File: src/rtl/tpu_uart_pkg.sv
// Shared definitions for the TPU UART transmit and receive paths.
package tpu_uart_pkg;

    localparam int UART_DATA_BITS = 8;

    typedef enum logic [1:0] {
        IDLE  = 2'd0,
        START = 2'd1,
        DATA  = 2'd2,
        STOP  = 2'd3
    } uart_tx_state_t;

    function automatic int clks_per_bit(input int clk_freq, input int baud);
        return clk_freq / baud;
    endfunction

endpackage

File: src/rtl/sync_fifo.sv
// Single-clock first-word fall-through FIFO; rdata is valid whenever empty is low.
module sync_fifo #(
    parameter  int WIDTH = 8,
    parameter  int DEPTH = 16,
    localparam int AW    = (DEPTH > 1) ? $clog2(DEPTH) : 1,
    localparam int CW    = AW + 1
) (
    input  logic             clk,
    input  logic             rst,
    input  logic             push,
    input  logic [WIDTH-1:0] wdata,
    input  logic             pop,
    output logic [WIDTH-1:0] rdata,
    output logic [CW-1:0]    count,
    output logic             full,
    output logic             empty
);

    if (DEPTH < 2 || (DEPTH & (DEPTH - 1)) != 0) begin : g_depth_check
        $error("sync_fifo DEPTH must be a power of two >= 2");
    end

    logic [WIDTH-1:0] mem_q [DEPTH];
    logic [AW-1:0]    wr_ptr_q;
    logic [AW-1:0]    rd_ptr_q;
    logic [CW-1:0]    count_q;
    logic             do_push;
    logic             do_pop;

    assign full    = (count_q == CW'(DEPTH));
    assign empty   = (count_q == '0);
    // Writes are blocked during reset so a held producer byte is not captured.
    assign do_push = push && !full && !rst;
    assign do_pop  = pop && !empty;
    assign rdata   = mem_q[rd_ptr_q];
    assign count   = count_q;

    always_ff @(posedge clk) begin
        if (rst) begin
            wr_ptr_q <= '0;
            rd_ptr_q <= '0;
            count_q  <= '0;
        end else begin
            if (do_push) wr_ptr_q <= wr_ptr_q + 1'b1;
            if (do_pop)  rd_ptr_q <= rd_ptr_q + 1'b1;
            case ({do_push, do_pop})
                2'b10:   count_q <= count_q + 1'b1;
                2'b01:   count_q <= count_q - 1'b1;
                default: ;
            endcase
        end
    end

    always_ff @(posedge clk) begin
        if (do_push) mem_q[wr_ptr_q] <= wdata;
    end

endmodule

File: src/rtl/uart_tx_fifo.sv
// Buffered 8N1 UART transmitter: byte FIFO feeding an LSB-first shifter with back-to-back frames.
//  state | meaning
//  IDLE  | line high, waiting for a queued byte
//  START | start bit (0) for one bit period
//  DATA  | data bits LSB-first, bit_idx selects position
//  STOP  | stop bit (1); pops next byte straight into START if available
module uart_tx_fifo
    import tpu_uart_pkg::*;
#(
    parameter  int CLK_FREQ   = 100_000_000,
    parameter  int BAUD       = 115200,
    parameter  int FIFO_DEPTH = 16,
    localparam int CW         = $clog2(FIFO_DEPTH) + 1
) (
    input  logic          clk,
    input  logic          rst,
    input  logic [7:0]    tx_data,
    input  logic          tx_valid,
    output logic          tx_ready,
    output logic          uart_tx,
    output logic          tx_busy,
    output logic [CW-1:0] fifo_count
);

    localparam int CPB = clks_per_bit(CLK_FREQ, BAUD);
    localparam int BW  = (CPB < 2) ? 1 : $clog2(CPB);
    localparam int IW  = $clog2(UART_DATA_BITS);
    localparam logic [BW-1:0] BAUD_LAST = BW'(CPB - 1);
    localparam logic [IW-1:0] BIT_LAST  = IW'(UART_DATA_BITS - 1);

    if (CPB < 2) begin : g_cpb_check
        $error("CLKS_PER_BIT must be at least 2");
    end

    uart_tx_state_t            state_q, state_d;
    logic [BW-1:0]             baud_q, baud_d;
    logic [IW-1:0]             bit_idx_q, bit_idx_d;
    logic [UART_DATA_BITS-1:0] shreg_q, shreg_d;
    logic                      tx_q, tx_d;
    logic                      bit_end;
    logic                      fifo_pop;
    logic [7:0]                fifo_rdata;
    logic                      fifo_full;
    logic                      fifo_empty;

    sync_fifo #(
        .WIDTH (8),
        .DEPTH (FIFO_DEPTH)
    ) u_fifo (
        .clk   (clk),
        .rst   (rst),
        .push  (tx_valid),
        .wdata (tx_data),
        .pop   (fifo_pop),
        .rdata (fifo_rdata),
        .count (fifo_count),
        .full  (fifo_full),
        .empty (fifo_empty)
    );

    assign bit_end = (baud_q == BAUD_LAST);

    // tx_d always carries the level of the bit being entered so the line is flop-driven.
    always_comb begin
        state_d   = state_q;
        baud_d    = baud_q + 1'b1;
        bit_idx_d = bit_idx_q;
        shreg_d   = shreg_q;
        tx_d      = tx_q;
        fifo_pop  = 1'b0;
        case (state_q)
            IDLE: begin
                baud_d = '0;
                tx_d   = 1'b1;
                if (!fifo_empty) begin
                    fifo_pop = 1'b1;
                    shreg_d  = fifo_rdata;
                    state_d  = START;
                    tx_d     = 1'b0;
                end
            end
            START: begin
                if (bit_end) begin
                    baud_d    = '0;
                    bit_idx_d = '0;
                    state_d   = DATA;
                    tx_d      = shreg_q[0];
                end
            end
            DATA: begin
                if (bit_end) begin
                    baud_d = '0;
                    if (bit_idx_q == BIT_LAST) begin
                        state_d = STOP;
                        tx_d    = 1'b1;
                    end else begin
                        bit_idx_d = bit_idx_q + 1'b1;
                        shreg_d   = {1'b0, shreg_q[UART_DATA_BITS-1:1]};
                        tx_d      = shreg_q[1];
                    end
                end
            end
            STOP: begin
                if (bit_end) begin
                    baud_d = '0;
                    if (!fifo_empty) begin
                        fifo_pop = 1'b1;
                        shreg_d  = fifo_rdata;
                        state_d  = START;
                        tx_d     = 1'b0;
                    end else begin
                        state_d = IDLE;
                        tx_d    = 1'b1;
                    end
                end
            end
            default: begin
                state_d = IDLE;
                baud_d  = '0;
                tx_d    = 1'b1;
            end
        endcase
    end

    always_ff @(posedge clk) begin
        if (rst) begin
            state_q   <= IDLE;
            baud_q    <= '0;
            bit_idx_q <= '0;
            shreg_q   <= '0;
            tx_q      <= 1'b1;
        end else begin
            state_q   <= state_d;
            baud_q    <= baud_d;
            bit_idx_q <= bit_idx_d;
            shreg_q   <= shreg_d;
            tx_q      <= tx_d;
        end
    end

    assign uart_tx  = tx_q;
    assign tx_ready = !fifo_full;
    assign tx_busy  = (state_q != IDLE) || !fifo_empty;

endmodule

File: config.mk
export PLATFORM = sky130hd
export DESIGN_NAME = uart_tx_fifo
export DESIGN_NICKNAME = d
export VERILOG_FILES = /design/src/rtl/tpu_uart_pkg.sv /design/src/rtl/sync_fifo.sv /design/src/rtl/uart_tx_fifo.sv
export SDC_FILE = /design/constraint.sdc
export NUM_CORES = 1
export LEC_CHECK = 0
export CAP_MARGIN = 20
export CELL_PAD_IN_SITES_DETAIL_PLACEMENT = 0
export CELL_PAD_IN_SITES_GLOBAL_PLACEMENT = 2
export CORE_MARGIN = 3
export CORE_UTILIZATION = 49
export DETAILED_ROUTE_END_ITERATION = 6
export HOLD_SLACK_MARGIN = 0.02
export PLACE_DENSITY_LB_ADDON = 0.1
export SYNTH_ARGS = -nofsm -noshare
export SYNTH_HDL_FRONTEND = slang
export SYNTH_SLANG_ARGS = --single-unit
File: constraint.sdc
create_clock -name clk -period 5.62 [get_ports clk]
set_clock_uncertainty 0.05 [all_clocks]
set_input_delay 1.405 -clock clk [delete_from_list [all_inputs] [get_ports clk]]
set_output_delay 1.405 -clock clk [all_outputs]
set_load 0.01 [all_outputs]
==> results.cfg <==
[global_routing]
grt_pass1_vias = 3718
grt_pass1_wl_um = 21200
grt_overflow = 0
antenna_found_initial = 0
track_usage = 0.178
grt_max_degree = 35

[logic_synthesis]
syn_nets = 488
synth.distinct_cells = 49
synth.most_common_cell = edfxtp_1
synth_edf_count = 128
synth_ff_type = edfxtp_1
yosys_warnings = 0
yosysTopAreaCell = edfxtp_1
synthesis.area_um2 = 7090
postSynthAreaPerCell_um2 = 15.4
ys_ff_latch = 169
synthTopCellsByArea = edfxtp_1 54%, dfxtp_1 12%, mux4_1 6.7%
synthArstFlopShare = 0
synth_top_area_share = 0.542
synth_commonest_cells = 128 x edfxtp_1, 45 x nor2_1, 41 x dfxtp_1, 25 x a21oi_1
yosysSeqAreaShare = 0.658
netlist_instances = 459

[cells_and_area]
multi_input_area_um2 = 2250
seqCellArea_um2 = 4670
final_area_um2 = 7950
syn2layout_area_growth_pct = 12.1
antenna_cells = 0
drive_above_1_share = 0.118
fin_nets = 507
fin_cells = 671
nFillCells = 1061

[setup_path]
max_stage_delay_ps = 530
path_delay_family = compound AO/OA/AOI/OAI gates
crit_buf_inv = 2
crit_slowest_cell = a211oi_1
crit_path_max_fanout = 8
cp.required_ps = 5880
cp-end-kind = flip-flop
crit_chain = clkdlybuf4s50_1 -> a211oi_1 -> inv_1 -> ha_1 -> xor2_1 -> ha_1 -> o21a_1 -> o21ai_0 -> nand2b_1 -> a211oi_1 -> mux2_2
cp-start-kind = input pin
worstSetupPathType = input pin to flip-flop
crit_arrival_ps = 4240

[clock_network]
worst_skew_pair.late_latency_ps = 420
cts-htree-levels = 4
cts_buffers = 17
cts.clk_slew.worst_paths_ps = 70
cts_setup_buffers = 0
ctsResizeCount = 0
postCtsHoldBufs = 0
clock_sinks = 169
tritoncts = yes
clock-root-buffer = clkbuf_16
clockBufferDepth = 2

[floorplanning]
io_pins = 19
rows = 43
dieArea_um2 = 15900
die_y_um = 126
start_util = 0.505
coreArea_um2 = 14000
die_x_um = 126

[pwr]
cellPowerDensity_nw_per_um2 = 433
vdd_drop_max_v = 0.000316
leakage_nw = 2.67

[placement]
port_buffers = 18
dp_cells = 639
gp_congestion = 0.730
dp_hpwl_um = 8570
place_area_um2 = 7410

[timing]
rsz0062_at_grt = no
fmax_ghz = 0.251
finalCriticalPeriod_ps = 3980
setup_violations = 0
finalMaxSlewViolations = 0
finalCritPeriodShare = 0.708
max_slew_margin = 0.307
finalSetupTns_ps = 0
hold_viol = 0
hold_ws_ps = 411
worst-slew-pin-transition_ps = 1040

[routing]
via_per_inst = 5.70
drc_errors = 0
ant_nets = 0
first_pass_iters = 5
wl_um = 13500
wl_per_cell_um = 20.1
vias = 3823
drt_iter0_drc = 290

[run]
drv_cap = 0

[status]
status = finished clean

[worst_hold_path]
hold_path.class = flip-flop to flip-flop
-- cell usage in the layout, fill, tap and decap left out, types with 3 or more instances in the layout --
cell type,Yosys,final
edfxtp_1,128,128
nor2_1,45,45
dfxtp_1,41,39
a21oi_1,25,25
mux4_1,18,18
ha_1,18,18
clkdlybuf4s50_1,0,18
clkbuf_16,0,17
nand2_1,14,14
mux2i_1,14,14
a22oi_1,13,13
xor2_1,12,12
mux4_2,12,12
nand3_1,11,11
o21ai_0,11,11
inv_1,9,9
nor2b_1,7,7
buf_4,0,6
a211oi_1,5,5
nor3_1,5,5
xnor2_1,5,5
nand2b_1,4,4
and2_1,4,4
inv_6,0,4
nand4_1,3,3
and3_1,3,3
clkinv_4,0,3
-- registers in the layout, indices dropped and copies added (netlist names), named ones only --
signal / count
baud_q: 10
bit_idx_q: 3
shreg_q: 8
state_q: 2
u_fifo.count: 5
u_fifo.mem_q: 128
u_fifo.rd_ptr_q: 4
u_fifo.wr_ptr_q: 4
uart_tx: 1
-- per-layer routing --
layer	GRT usage	up-vias	share of wire
met5	0	-	0
met4	0.0454	0	0.0075
met3	0.0500	6	0.045
met2	0.281	88	0.49
met1	0.247	1915	0.46
li1	-	1814	-
-- cells by family after synthesis --
| kind of cell | share of synthesized area |
|---|---|
| and+or+nand+nor | 0.0739 |
| xor gates and xnor gates | 0.0210 |
| adders and majority gates | 0.0318 |
| DFF | 0.658 |
| buffers and inverters | 0.0240 |
| muxes | 0.128 |
| AOI/OAI and AO/OA | 0.0635 |
-- worst min-delay path, stage by stage, from the launching register on --
cell	delay, ps
dfxtp_1	310
nand2_1	50
a21oi_1	50
-- worst paths after layout --
path / start / slack (ps) / depth (start not counted) / end
max reg2reg: baud_q[0] / 2190 / 12 / u_fifo.count[4]
max: rst / 1640 / 11 / u_fifo.count[4]
min: shreg_q[0] / 410 / 2 / shreg_q[0]
min reg2reg: shreg_q[0] / 410 / 2 / shreg_q[0]
-- through the flow --
step / total power, mW / setup WS, ps / util
3_5_place_dp: 2.40 / 1190 / 0.527
4_1_cts: 3.47 / 1640 / 0.566
2_1_floorplan: 2.18 / 1670 / -
5_1_grt: 3.64 / 1390 / 0.566
3_3_place_gp: 2.40 / 1230 / 0.527
6_report: 3.44 / 1640 / 0.566
-- final cells by class --
class                   instances  share of cell area
clock inverters                15              0.0146
well taps                     180              0.0283
inverters                       9             0.00425
multi-input cells             257               0.284
flip-flops and latches        169               0.587
clock buffers                  17              0.0535
repair buffers                 24              0.0283
-- report_power, final --
group	internal, mW	leakage [nW]	switching (mW)
sequential	1.42	1.49	0.0882
clock	0.573	0.263	0.499
combinational	0.391	0.921	0.472
No activity file was read; power rests on OpenSTA's default activity.
